**config.mk**
```make
export PLATFORM = sky130hd
export DESIGN_NAME = uart_tx_flat
export DESIGN_NICKNAME = d
export VERILOG_FILES = /design/src/rtl/uart_pkg.sv /design/src/rtl/uart_tx_if.sv /design/src/rtl/uart_tx.sv /design/src/flat_wrapper.sv
export SDC_FILE = /design/constraint.sdc
export NUM_CORES = 1
export LEC_CHECK = 0
export ABC_AREA = 1
export CELL_PAD_IN_SITES_DETAIL_PLACEMENT = 2
export CELL_PAD_IN_SITES_GLOBAL_PLACEMENT = 2
export CORE_MARGIN = 3
export CORE_UTILIZATION = 36
export CTS_CLUSTER_DIAMETER = 100
export DETAILED_ROUTE_END_ITERATION = 8
export GPL_TIMING_DRIVEN = 0
export PLACE_DENSITY_LB_ADDON = 0.1
export SLEW_MARGIN = 20
export SYNTH_ARGS = -nofsm -noshare
export SYNTH_HDL_FRONTEND = slang
export SYNTH_SLANG_ARGS = --single-unit
```
**constraint.sdc**
```tcl
create_clock -name i_Clock -period 4.2 [get_ports i_Clock]
set_input_delay 1.05 -clock i_Clock [delete_from_list [all_inputs] [get_ports i_Clock]]
set_output_delay 1.05 -clock i_Clock [all_outputs]
set_load 0.02 [all_outputs]
```
**src/rtl/uart_pkg.sv**
```systemverilog
// Shared UART definitions: frame state encoding, data width and parity helper.
package uart_pkg;

  localparam int DATA_BITS = 8;

  typedef enum logic [2:0] {
    ST_IDLE   = 3'd0,
    ST_START  = 3'd1,
    ST_DATA   = 3'd2,
    ST_PARITY = 3'd3,
    ST_STOP   = 3'd4,
    ST_DONE   = 3'd5
  } uart_state_e;

  // Even parity is the XOR of the data; odd parity is its inverse.
  function automatic logic parity_bit(input logic [DATA_BITS-1:0] data, input logic odd);
    return (^data) ^ odd;
  endfunction

endpackage

```
**src/rtl/uart_tx_if.sv**
```systemverilog
// Host-side byte handshake into the UART transmitter holding register.
interface uart_tx_if;
  import uart_pkg::*;

  logic                 i_TX_DV;
  logic [DATA_BITS-1:0] i_TX_Byte;
  logic                 o_TX_Ready;

  modport master (output i_TX_DV, output i_TX_Byte, input o_TX_Ready);
  modport slave  (input i_TX_DV, input i_TX_Byte, output o_TX_Ready);

endinterface

```
**src/rtl/uart_tx.sv**
```systemverilog
// UART transmitter: one-entry holding register feeding an LSB-first serializer
// with optional parity and 1 or 2 stop bits, timed by the shared sample_tick.
//
// state  | meaning
// IDLE   | line high, waiting for a byte in the holding register
// START  | start bit (line 0)
// DATA   | data bits 0..7, LSB first
// PARITY | parity bit (only when PARITY_EN)
// STOP   | stop bit(s), line high, STOP_BITS bit times
// DONE   | one clock between frames, raises o_TX_Done
module uart_tx
  import uart_pkg::*;
#(
  parameter int TICK_PER_BIT = 16,
  parameter int STOP_BITS    = 1,
  parameter bit PARITY_EN    = 1'b0,
  parameter bit PARITY_ODD   = 1'b0
) (
  input  logic      i_Clock,
  input  logic      i_reset,
  input  logic      sample_tick,
  uart_tx_if.slave  bus,
  output logic      o_TX_Serial,
  output logic      o_TX_Active,
  output logic      o_TX_Done
);

  localparam int               CNT_W     = (TICK_PER_BIT > 1) ? $clog2(TICK_PER_BIT) : 1;
  localparam logic [CNT_W-1:0] CNT_LAST  = CNT_W'(TICK_PER_BIT - 1);
  localparam logic [2:0]       LAST_DATA = 3'(DATA_BITS - 1);
  localparam logic             STOP_LAST = (STOP_BITS == 2);

  uart_state_e          state, state_nxt;
  logic [CNT_W-1:0]     tick_cnt;
  logic [2:0]           bit_idx;
  logic                 stop_idx;
  logic [DATA_BITS-1:0] hold_byte;
  logic [DATA_BITS-1:0] shift_reg;
  logic                 hold_full;
  logic                 par_bit;
  logic                 in_bit;
  logic                 bit_end;
  logic                 load;
  logic                 line_d;
  logic                 active_d;
  logic                 done_d;

  assign bus.o_TX_Ready = ~hold_full;
  assign load    = (state == ST_IDLE) && hold_full;
  assign in_bit  = (state == ST_START) || (state == ST_DATA) ||
                   (state == ST_PARITY) || (state == ST_STOP);
  assign bit_end = in_bit && sample_tick && (tick_cnt == CNT_LAST);

  // State register.
  always_ff @(posedge i_Clock or negedge i_reset) begin
    if (!i_reset) state <= ST_IDLE;
    else          state <= state_nxt;
  end

  // Next-state: bit states advance only on the terminal tick of a bit time.
  always_comb begin
    state_nxt = state;
    case (state)
      ST_IDLE:   if (hold_full) state_nxt = ST_START;
      ST_START:  if (bit_end) state_nxt = ST_DATA;
      ST_DATA:   if (bit_end && (bit_idx == LAST_DATA))
                   state_nxt = PARITY_EN ? ST_PARITY : ST_STOP;
      ST_PARITY: if (bit_end) state_nxt = ST_STOP;
      ST_STOP:   if (bit_end && (stop_idx == STOP_LAST)) state_nxt = ST_DONE;
      ST_DONE:   state_nxt = ST_IDLE;
      default:   state_nxt = ST_IDLE;
    endcase
  end

  // Output decode: line level and flags implied by the current state.
  always_comb begin
    line_d   = 1'b1;
    active_d = 1'b0;
    done_d   = 1'b0;
    case (state)
      ST_START:  begin line_d = 1'b0;               active_d = 1'b1; end
      ST_DATA:   begin line_d = shift_reg[bit_idx]; active_d = 1'b1; end
      ST_PARITY: begin line_d = par_bit;            active_d = 1'b1; end
      ST_STOP:   active_d = 1'b1;
      ST_DONE:   done_d = 1'b1;
      default:   ;
    endcase
  end

  // Holding register: unload into the shifter takes priority; a write can
  // only land while empty, so the two never collide.
  always_ff @(posedge i_Clock or negedge i_reset) begin
    if (!i_reset) begin
      hold_full <= 1'b0;
      hold_byte <= '0;
    end else if (load) begin
      hold_full <= 1'b0;
    end else if (bus.i_TX_DV && !hold_full) begin
      hold_full <= 1'b1;
      hold_byte <= bus.i_TX_Byte;
    end
  end

  // Shifter, parity latch and bit timing counters.
  always_ff @(posedge i_Clock or negedge i_reset) begin
    if (!i_reset) begin
      shift_reg <= '0;
      par_bit   <= 1'b0;
      tick_cnt  <= '0;
      bit_idx   <= '0;
      stop_idx  <= 1'b0;
    end else if (load) begin
      shift_reg <= hold_byte;
      par_bit   <= parity_bit(hold_byte, PARITY_ODD);
      tick_cnt  <= '0;
      bit_idx   <= '0;
      stop_idx  <= 1'b0;
    end else begin
      if (in_bit && sample_tick)
        tick_cnt <= bit_end ? '0 : tick_cnt + 1'b1;
      if ((state == ST_DATA) && bit_end)
        bit_idx <= (bit_idx == LAST_DATA) ? 3'd0 : bit_idx + 3'd1;
      if ((state == ST_STOP) && bit_end)
        stop_idx <= (stop_idx == STOP_LAST) ? 1'b0 : 1'b1;
    end
  end

  // Registered pad outputs; reset forces the line high immediately.
  always_ff @(posedge i_Clock or negedge i_reset) begin
    if (!i_reset) begin
      o_TX_Serial <= 1'b1;
      o_TX_Active <= 1'b0;
      o_TX_Done   <= 1'b0;
    end else begin
      o_TX_Serial <= line_d;
      o_TX_Active <= active_d;
      o_TX_Done   <= done_d;
    end
  end

endmodule

```
**src/flat_wrapper.sv**
```systemverilog
// flat-port wrapper written by rule: the top's interface ports become plain ports
module uart_tx_flat import uart_pkg::*;
#(
  parameter int TICK_PER_BIT = 16,
  parameter int STOP_BITS    = 1,
  parameter bit PARITY_EN    = 1'b0,
  parameter bit PARITY_ODD   = 1'b0
)
  (i_Clock, i_reset, sample_tick, o_TX_Serial, o_TX_Active, o_TX_Done, bus_i_TX_DV, bus_i_TX_Byte, bus_o_TX_Ready);
  uart_tx_if bus_i ();
  input  logic i_Clock;
  input  logic i_reset;
  input  logic sample_tick;
  output logic o_TX_Serial;
  output logic o_TX_Active;
  output logic o_TX_Done;
  input wire logic [$bits(bus_i.i_TX_DV)-1:0] bus_i_TX_DV;
  input wire logic [$bits(bus_i.i_TX_Byte)-1:0] bus_i_TX_Byte;
  output wire logic [$bits(bus_i.o_TX_Ready)-1:0] bus_o_TX_Ready;
  assign bus_i.i_TX_DV = bus_i_TX_DV;
  assign bus_i.i_TX_Byte = bus_i_TX_Byte;
  assign bus_o_TX_Ready = bus_i.o_TX_Ready;
  uart_tx #(.TICK_PER_BIT(TICK_PER_BIT), .STOP_BITS(STOP_BITS), .PARITY_EN(PARITY_EN), .PARITY_ODD(PARITY_ODD)) u_core (.i_Clock(i_Clock), .i_reset(i_reset), .sample_tick(sample_tick), .bus(bus_i), .o_TX_Serial(o_TX_Serial), .o_TX_Active(o_TX_Active), .o_TX_Done(o_TX_Done));
endmodule
```
==> results of run 1 <==
[metrics by stage]
stage | power, mW | instances | instance area (um2)
final | 1.36 | 250 | 1830
after global routing | 1.49 | 250 | 1830
after CTS | 1.39 | 250 | 1830
after detailed placement | 1.15 | 242 | 1750
after global placement | 1.10 | 242 | 1750
after floorplan | 0.956 | 177 | 1540
[logic make-up after synthesis]
logic type | after synthesis | share of synthesized area, %
AO/OA/AOI/OAI | 15 | 5.21
XOR/XNOR | 7 | 3.99
buffers and inverters | 20 | 5.45
adder cells (fa/ha/maj) | 3 | 2.44
AND/OR/NAND/NOR | 94 | 27.3
multiplexers | 7 | 5.04
flip-flops | 31 | 50.5
[tightest hold or removal path: cells and delay by family, from the launching register on]
family / cells / cell delay [ns]
DFF: 1 / 0.35
and+or+nand+nor: 2 / 0.11
[how the worst max path moves through the flow]
stage | startpoint | endpoint | slack, ns
floorplan | bus_i_TX_DV | u_core.hold_byte[0]$_DFFE_PN0P_ | 2.45
global placement | i_reset | u_core.hold_byte[7]$_DFFE_PN0P_ | 1.45
detailed placement | bus_i_TX_DV | u_core.hold_byte[4]$_DFFE_PN0P_ | 1.86
CTS | u_core.o_TX_Serial$_DFF_PN1_ | o_TX_Serial | 1.76
global route | u_core.hold_full$_DFFE_PN0P_ | bus_o_TX_Ready | 1.72
finish | u_core.o_TX_Serial$_DFF_PN1_ | o_TX_Serial | 1.77
[cells in the final DEF, fill, tap and decap left out, types with 3 or more instances in the layout]
| cell type | n |
|---|---|
| dfrtp_1 | 30 |
| clkbuf_8 | 5 |
| inv_1 | 15 |
| a21oi_1 | 4 |
| ha_1 | 3 |
| nand2_1 | 50 |
| o21ai_0 | 9 |
| mux2_2 | 6 |
| xnor2_1 | 7 |
| nor3_1 | 3 |
| nor2_1 | 16 |
| nand3_1 | 13 |
| clkdlybuf4s50_1 | 14 |
[power breakdown]
group,internal (mW),switching (mW),leakage (nW)
Combinational,0.250,0.369,0.461
Clock,0.116,0.108,0.0422
Sequential,0.426,0.0904,0.384
[routing by layer]
layer / vias to the layer above / share of wire [%]
li1: 606 / -
met1: 620 / 41
met4: 0 / 2.4
met3: 8 / 3.2
met5: - / 0
met2: 20 / 53
[cell type report]
type / instances / area, um2 / share of cell area (%)
clock inverter: 1 / 5.00 / 0.274
inverter: 18 / 71.3 / 3.90
clock buffer: 7 / 76.3 / 4.18
tap: 50 / 62.6 / 3.42
multi-input combinational: 126 / 677 / 37.1
timing repair buffer: 15 / 145 / 7.95
buffer: 2 / 12.5 / 0.685
sequential: 31 / 777 / 42.5
==> results.json, run 1 <==
{
  "ys_warn_count": 0,
  "drt_iter0_markers": 80,
  "worstHoldEndpoint": "u_core.shift_reg[1]$_DFFE_PN0P_",
  "fmax_mhz": 412,
  "fp.dieW_um": 71.4,
  "drt-total-wl_um": 3690,
  "hold_violations": 0,
  "cp_max_fo": 1,
  "fp.dieH_um": 71.4,
  "fin_crit_sh_pct": 57.8,
  "p_leak_nw": 0.888,
  "ys_top_cells_by_area": "dfrtp_1, nand2_1, mux2_2",
  "worst_pin_slew_ns": 0.733,
  "diodes": 0,
  "grt_pass1_vias": 1380,
  "fin_tns_setup_ns": 0,
  "finClkSkew_ns": 0.00441,
  "final_max_slew_viol_count": 0,
  "yosysSeqAreaShare_pct": 50.5,
  "crit_chain": "clkdlybuf4s50_1",
  "irDropWorstVdd_v": 0.000342,
  "place_ws_ns": 1.86,
  "synthTopCellsByCount": "nand2_1, dfrtp_1, nor2_1",
  "synthCells": 177,
  "max_cap_viol_count": 0,
  "crit_path_start_kind": "register",
  "rsz0062_at_grt": "false",
  "cts.path.max_buffers": 2,
  "antenna_found_initial": 0,
  "ys_ff_latch": 31,
  "io_pins": 16,
  "synth_edf_count": 0,
  "use_met1_pct": 18.5,
  "clock_latency_ns": 0.28,
  "cts_root_buf": "clkbuf_8",
  "grt_usage_pct": 16.1,
  "cpLargestDelayFamily": "buffers and inverters",
  "gr-usage-met3_pct": 3.09,
  "endpoint_kind": "output pin",
  "path_class": "register to output pin",
  "die_area_mm2": 0.00509,
  "status": "complete, no violations",
  "hold_slack_ns": 0.489,
  "core_mm2": 0.00406,
  "num_vias": 1254,
  "reg2reg_depth": 9,
  "final_util_pct": 45.0,
  "syn-cell-area_mm2": 0.00154,
  "yosys.area.top_type": "dfrtp_1",
  "cts.repair.resized": 0,
  "avgSynthCellArea_um2": 8.69,
  "dr.pass1.iters": 4,
  "worstHoldStart": "u_core.shift_reg[1]$_DFFE_PN0P_",
  "synthesis.nets": 192,
  "slew_headroom_pct": 51.1,
  "critical_path_arrival_ns": 1.38,
  "cts_tree": "built",
  "nFillCells": 455,
  "dp_hpwl_um": 2810,
  "routabilityCongestion": 0.742,
  "slowest_delay_ns": 0.59,
  "viasPerCell": 5.02,
  "ys_async_sr_fraction_pct": 100,
  "nets": 214,
  "grt_pass1_wl_um": 6330,
  "synth.most_common_cell": "nand2_1",
  "period_needed_ns": 2.43,
  "finalWorstSetupSlack_ns": 1.77,
  "drc_errors": 0,
  "hold_buffers": 0,
  "ant_nets": 0,
  "area_growth_pct": 18.8,
  "start_util_pct": 37.9,
  "drive_gt1_share_pct": 13.0,
  "use_met2_pct": 28.5,
  "powerDensity_mw_per_mm2": 744,
  "r2r_slack_ns": 2.64,
  "ys_types": 28,
  "r2r-start": "u_core.bit_idx[0]$_DFFE_PN0P_",
  "hold_depth": 2,
  "clkTransAtPathRegs_ns": 0.06,
  "overflow": 0,
  "wl_per_cell_um": 14.8,
  "slowest_stage": "clkdlybuf4s50_1",
  "grt_max_degree": 32,
  "port_buffers": 15,
  "cts_buffers": 5,
  "cts_setup_buffers": 0,
  "yosys_most_used_dff": "dfrtp_1",
  "worst-path-buf-inv": 1,
  "hold_path.class": "register to register",
  "setup_viol": 0,
  "clock-sinks": 31,
  "crit_required_ns": 3.15,
  "reg2reg_to": "u_core.state[0]$_DFFE_PN0P_",
  "synth_top_area_share_pct": 48.8,
  "h-tree-depth": 2,
  "worst-path-stages": 1,
  "rows": 23,
  "top_usage_layer": "met2"
}
(Power assumes the default switching activity.)
==> run 2: changes to the inputs <==
--- a/config.mk
+++ b/config.mk
@@ -9,7 +9,7 @@
 export CELL_PAD_IN_SITES_DETAIL_PLACEMENT = 2
 export CELL_PAD_IN_SITES_GLOBAL_PLACEMENT = 2
 export CORE_MARGIN = 3
-export CORE_UTILIZATION = 36
+export CORE_UTILIZATION = 34
 export CTS_CLUSTER_DIAMETER = 100
 export DETAILED_ROUTE_END_ITERATION = 8
 export GPL_TIMING_DRIVEN = 0
==> constraint.sdc (replaced) <==
create_clock -name i_Clock -period 2.4 [get_ports i_Clock]
set_input_delay 0.6 -clock i_Clock [delete_from_list [all_inputs] [get_ports i_Clock]]
set_output_delay 0.6 -clock i_Clock [all_outputs]
set_load 0.02 [all_outputs]
==> results.json, run 2 (synthesized netlist as in run 1, its figures left out) <==
{
  "status": "complete, no violations",
  "instances_no_fill": 249,
  "period_needed_ns": 1.97,
  "grt_usage_pct": 16.7,
  "final_common_cell": "nand2_1",
  "grt_pass1_vias": 1460,
  "critical_path_arrival_ns": 1.37,
  "diodes": 0,
  "place_inst": 242,
  "clock-sinks": 31,
  "fmax_mhz": 507,
  "layout_common_cells": "nand2_1, dfrtp_1, nor2_1",
  "hold_path.class": "input pin to async pin",
  "rsz0062_at_grt": "false",
  "fin_tns_setup_ns": 0,
  "crit_end": "o_TX_Serial",
  "worst-path-buf-inv": 1,
  "endpoint_kind": "output pin",
  "fp.dieH_um": 73.3,
  "cp_max_fo": 1,
  "slowest_stage": "clkdlybuf4s50_1",
  "grt_pass1_wl_um": 6850,
  "reg2reg_depth": 9,
  "sw_frac_of_total_pct": 41.7,
  "final_max_slew_viol_count": 0,
  "slowest_delay_ns": 0.59,
  "port_buffers": 15,
  "drc_errors": 0,
  "r2r-start": "u_core.bit_idx[0]$_DFFE_PN0P_",
  "clock_power_share_pct": 16.9,
  "clkTransAtPathRegs_ns": 0.06,
  "finalWorstSetupSlack_ns": 0.426,
  "stdcell_area_mm2": 0.00183,
  "rows": 23,
  "place_ws_ns": 0.539,
  "cpLargestDelayFamily": "buffers and inverters",
  "num_vias": 1252,
  "hold_violations": 0,
  "dp_hpwl_um": 2800,
  "worst-path-stages": 1,
  "hold_buffers": 0,
  "crit_chain": "clkdlybuf4s50_1",
  "worst_pin_slew_ns": 0.714,
  "cts_setup_buffers": 0,
  "crit_path_start_kind": "register",
  "finClkSkew_ns": 0.00392,
  "h-tree-depth": 2,
  "core_mm2": 0.00417,
  "setup.worst_path.start": "u_core.o_TX_Serial$_DFF_PN1_",
  "cts.repair.resized": 0,
  "overflow": 0,
  "grt_max_degree": 32,
  "irDropWorstVdd_v": 0.000548,
  "cts_root_buf": "clkbuf_8",
  "cts_tree": "built",
  "path_class": "register to output pin",
  "place_area_mm2": 0.00175,
  "io_pins": 16,
  "dr.pass1.iters": 3,
  "nets": 214,
  "start_util_pct": 36.9,
  "drt_iter0_markers": 53,
  "powerDensity_mw_per_mm2": 1320,
  "power.share.sequential_pct": 37.3,
  "p_total_mw": 2.42,
  "ant_nets": 0,
  "area_growth_pct": 19.2,
  "drt-total-wl_um": 3850,
  "slew_headroom_pct": 52.4,
  "drive_gt1_share_pct": 13.6,
  "cts.path.max_buffers": 2,
  "clock_latency_ns": 0.27,
  "max_cap_viol_count": 0,
  "routabilityCongestion": 0.710,
  "p_leak_nw": 0.893,
  "power_switching_mw": 1.01,
  "viasPerCell": 5.03,
  "setup_viol": 0,
  "fp.dieW_um": 73.3,
  "fin_crit_sh_pct": 82.3,
  "crit_required_ns": 1.80,
  "combPwrFrac_pct": 45.7,
  "antenna_found_initial": 0,
  "die_area_mm2": 0.00537,
  "hold_slack_ns": 0.377,
  "wl_per_cell_um": 15.4,
  "reg2reg_to": "u_core.state[0]$_DFFE_PN0P_",
  "final_util_pct": 43.9,
  "internal_power_mw": 1.41,
  "cts_buffers": 5,
  "r2r_slack_ns": 0.81
}
[run 2: changes by cell type in the layout (fill, tap and decap cells not counted), sizes merged]
cell,previous run,this run
clkbuf,7,6
[run 2: per-layer routing]
layer | share of wire (%) | track usage, % | vias up
met3 | 3.0 | 3.15 | 4
met1 | 39 | 18.3 | 620
met5 | 0 | 0 | -
met2 | 57 | 32.2 | 19
li1 | - | - | 609
met4 | 1.1 | 4.92 | 0
[run 2: worst min-delay path by stage]
stage,startpoint,end,cells after the start
4_1_cts,i_reset,u_core.o_TX_Active$_DFF_PN0_,1
2_1_floorplan,i_reset,u_core.bit_idx[0]$_DFFE_PN0P_,0
3_3_place_gp,u_core.shift_reg[2]$_DFFE_PN0P_,u_core.shift_reg[2]$_DFFE_PN0P_,2
6_report,i_reset,u_core.o_TX_Active$_DFF_PN0_,1
3_5_place_dp,u_core.shift_reg[2]$_DFFE_PN0P_,u_core.shift_reg[2]$_DFFE_PN0P_,2
5_1_grt,i_reset,u_core.bit_idx[1]$_DFFE_PN0P_,1
[run 2: cell type report]
class	instances	area, um2
fillers	488	2340
flip-flops and latches	31	777
multi-input cells	126	677
repair buffers	15	145
clock buffers	6	82.6
inverters	18	71.3
well taps	50	62.6
plain buffers	2	12.5
clock inverters	1	5.00
[run 2: power groups by stage]
stage / combinational (mW) / clock [mW] / sequential, mW
final: 1.10 / 0.409 / 0.902
after global routing: 1.27 / 0.447 / 0.938
after CTS: 1.14 / 0.422 / 0.908
after detailed placement: 1.10 / 0 / 0.915
after global placement: 1.02 / 0 / 0.896
after floorplan: 0.778 / 0 / 0.894
==> run 3: changes to the inputs <==
--- a/config.mk
+++ b/config.mk
@@ -9,7 +9,7 @@
 export CELL_PAD_IN_SITES_DETAIL_PLACEMENT = 2
 export CELL_PAD_IN_SITES_GLOBAL_PLACEMENT = 2
 export CORE_MARGIN = 3
-export CORE_UTILIZATION = 34
+export CORE_UTILIZATION = 30
 export CTS_CLUSTER_DIAMETER = 100
 export DETAILED_ROUTE_END_ITERATION = 8
 export GPL_TIMING_DRIVEN = 0
==> constraint.sdc (replaced) <==
create_clock -name i_Clock -period 1.6 [get_ports i_Clock]
set_input_delay 0.4 -clock i_Clock [delete_from_list [all_inputs] [get_ports i_Clock]]
set_output_delay 0.4 -clock i_Clock [all_outputs]
set_load 0.02 [all_outputs]
==> results.json, run 3 (synthesized netlist as in run 1, its figures left out) <==
{
  "die_area_mm2": 0.00602,
  "r2r-start": "u_core.bit_idx[0]$_DFFE_PN0P_",
  "grt_pass1_vias": 1406,
  "wl_per_cell_um": 13.8,
  "io_pins": 16,
  "fmax_mhz": 659,
  "path_class": "register to output pin",
  "cts_root_buf": "clkbuf_8",
  "stdcell_area_mm2": 0.00194,
  "endpoint_kind": "output pin",
  "grt_usage_pct": 13.7,
  "max_cap_viol_count": 0,
  "h-tree-depth": 2,
  "crit_required_ns": 1.20,
  "viasPerCell": 4.65,
  "cts_tree": "built",
  "powerDensity_mw_per_mm2": 1930,
  "clock_latency_ns": 0.28,
  "rows": 25,
  "nets": 219,
  "clock-sinks": 31,
  "area_growth_pct": 26.0,
  "r2r_slack_ns": 0.13,
  "fp.dieH_um": 77.6,
  "drive_gt1_share_pct": 17.1,
  "grt_max_degree": 31,
  "slew_headroom_pct": 73.2,
  "reg2reg_depth": 9,
  "hold_violations": 0,
  "p_leak_nw": 0.942,
  "start_util_pct": 31.7,
  "routabilityCongestion": 0.744,
  "clkTransAtPathRegs_ns": 0.07,
  "drt_iter0_markers": 43,
  "irDropWorstVdd_v": 0.000743,
  "hold_path.class": "input pin to async pin",
  "rsz0062_at_grt": "false",
  "fin_tns_setup_ns": 0,
  "overflow": 0,
  "ant_nets": 0,
  "finClkSkew_ns": 0.00695,
  "fp.dieW_um": 77.6,
  "dr.pass1.iters": 4,
  "cts.path.max_buffers": 2,
  "critical_path_arrival_ns": 1.12,
  "antenna_found_initial": 0,
  "final_util_pct": 39.9,
  "fin_crit_sh_pct": 94.8,
  "num_vias": 1265,
  "setup_viol": 0,
  "period_needed_ns": 1.52,
  "cp_max_fo": 3,
  "multi_input_area_um2": 679,
  "diodes": 0,
  "status": "complete, no violations",
  "final_common_cell": "nand2_1",
  "dp_hpwl_um": 2880,
  "drt-total-wl_um": 3750,
  "drc_errors": 0,
  "layout_common_cells": "nand2_1, dfrtp_1, inv_1, nor2_1, nand3_1",
  "port_buffers": 15,
  "seqCellArea_um2": 779,
  "nFillCells": 560,
  "setup.worst_path.start": "u_core.hold_full$_DFFE_PN0P_",
  "worst_pin_slew_ns": 0.401,
  "place_area_mm2": 0.00179,
  "core_mm2": 0.00485,
  "grt_pass1_wl_um": 6460,
  "cts_buffers": 5,
  "crit_end": "bus_o_TX_Ready",
  "crit_path_start_kind": "register",
  "reg2reg_to": "u_core.state[0]$_DFFE_PN0P_",
  "final_max_slew_viol_count": 0
}
==> run 3: changes by cell type in the layout (fill, tap and decap cells not counted), moves of 2 or more <==
cell             before  now
buf_4                 1    4
clkdlybuf4s50_1      14   10
dfrtp_1              30   28
dfrtp_2               0    2
dlygate4sd2_1         0    4
==> run 3: how the worst min path moves through the flow <==
stage	to	slack [ns]	cells after the start
after global routing	u_core.o_TX_Done$_DFF_PN0_	0.46	2
after CTS	u_core.o_TX_Done$_DFF_PN0_	0.44	2
after global placement	u_core.shift_reg[2]$_DFFE_PN0P_	0.46	2
after detailed placement	u_core.o_TX_Done$_DFF_PN0_	0.20	1
after floorplan	u_core.bit_idx[0]$_DFFE_PN0P_	0.10	0
final	u_core.o_TX_Done$_DFF_PN0_	0.45	2
==> run 3: timing repair <==
item / in CTS / in global routing
setup buffers: 0 / 3
resized for setup: 5 / 2
pin swaps: 0 / 0
setup endpoints to repair: 5 / 3
hold buffers: 1 / 0
hold endpoints to repair: 1 / 0
==> run 3: layout make-up <==
class,count,share of cell area [%]
Multi-Input combinational cell,126,35.1
Tap cell,67,4.33
Buffer,2,0.646
Timing Repair Buffer,20,9.95
Inverter,18,3.68
Sequential cell,31,40.2
Clock inverter,2,1.81
Clock buffer,6,4.26
==> run 3: stage by stage <==
stage	setup WS, ns	total power [mW]	hold slack [ns]	cells
after global routing	0.00158	4.09	0.458	272
after floorplan	0.245	2.51	0.104	177
after CTS	0.0502	3.82	0.439	269
after detailed placement	-0.0730	3.02	0.200	260
after global placement	-0.518	2.89	0.460	259
final	0.0829	3.74	0.453	272
==> run 3: routing by layer <==
metal	global-route usage, %	wire, um
met5	0	0
met4	5.87	67
met3	2.55	104
met2	25.0	2020
met1	15.5	1560
==> run 3: where the power goes <==
group          switching, mW  internal, mW
logic                  0.955         0.633
registers              0.230          1.12
clock network          0.302         0.504
total                   1.49          2.25
==> run 3: critical path, cell delays in order, from the launching register on <==
cell	delay, ns
dfrtp_1	0.40
inv_1	0.09
dlygate4sd2_1	0.35
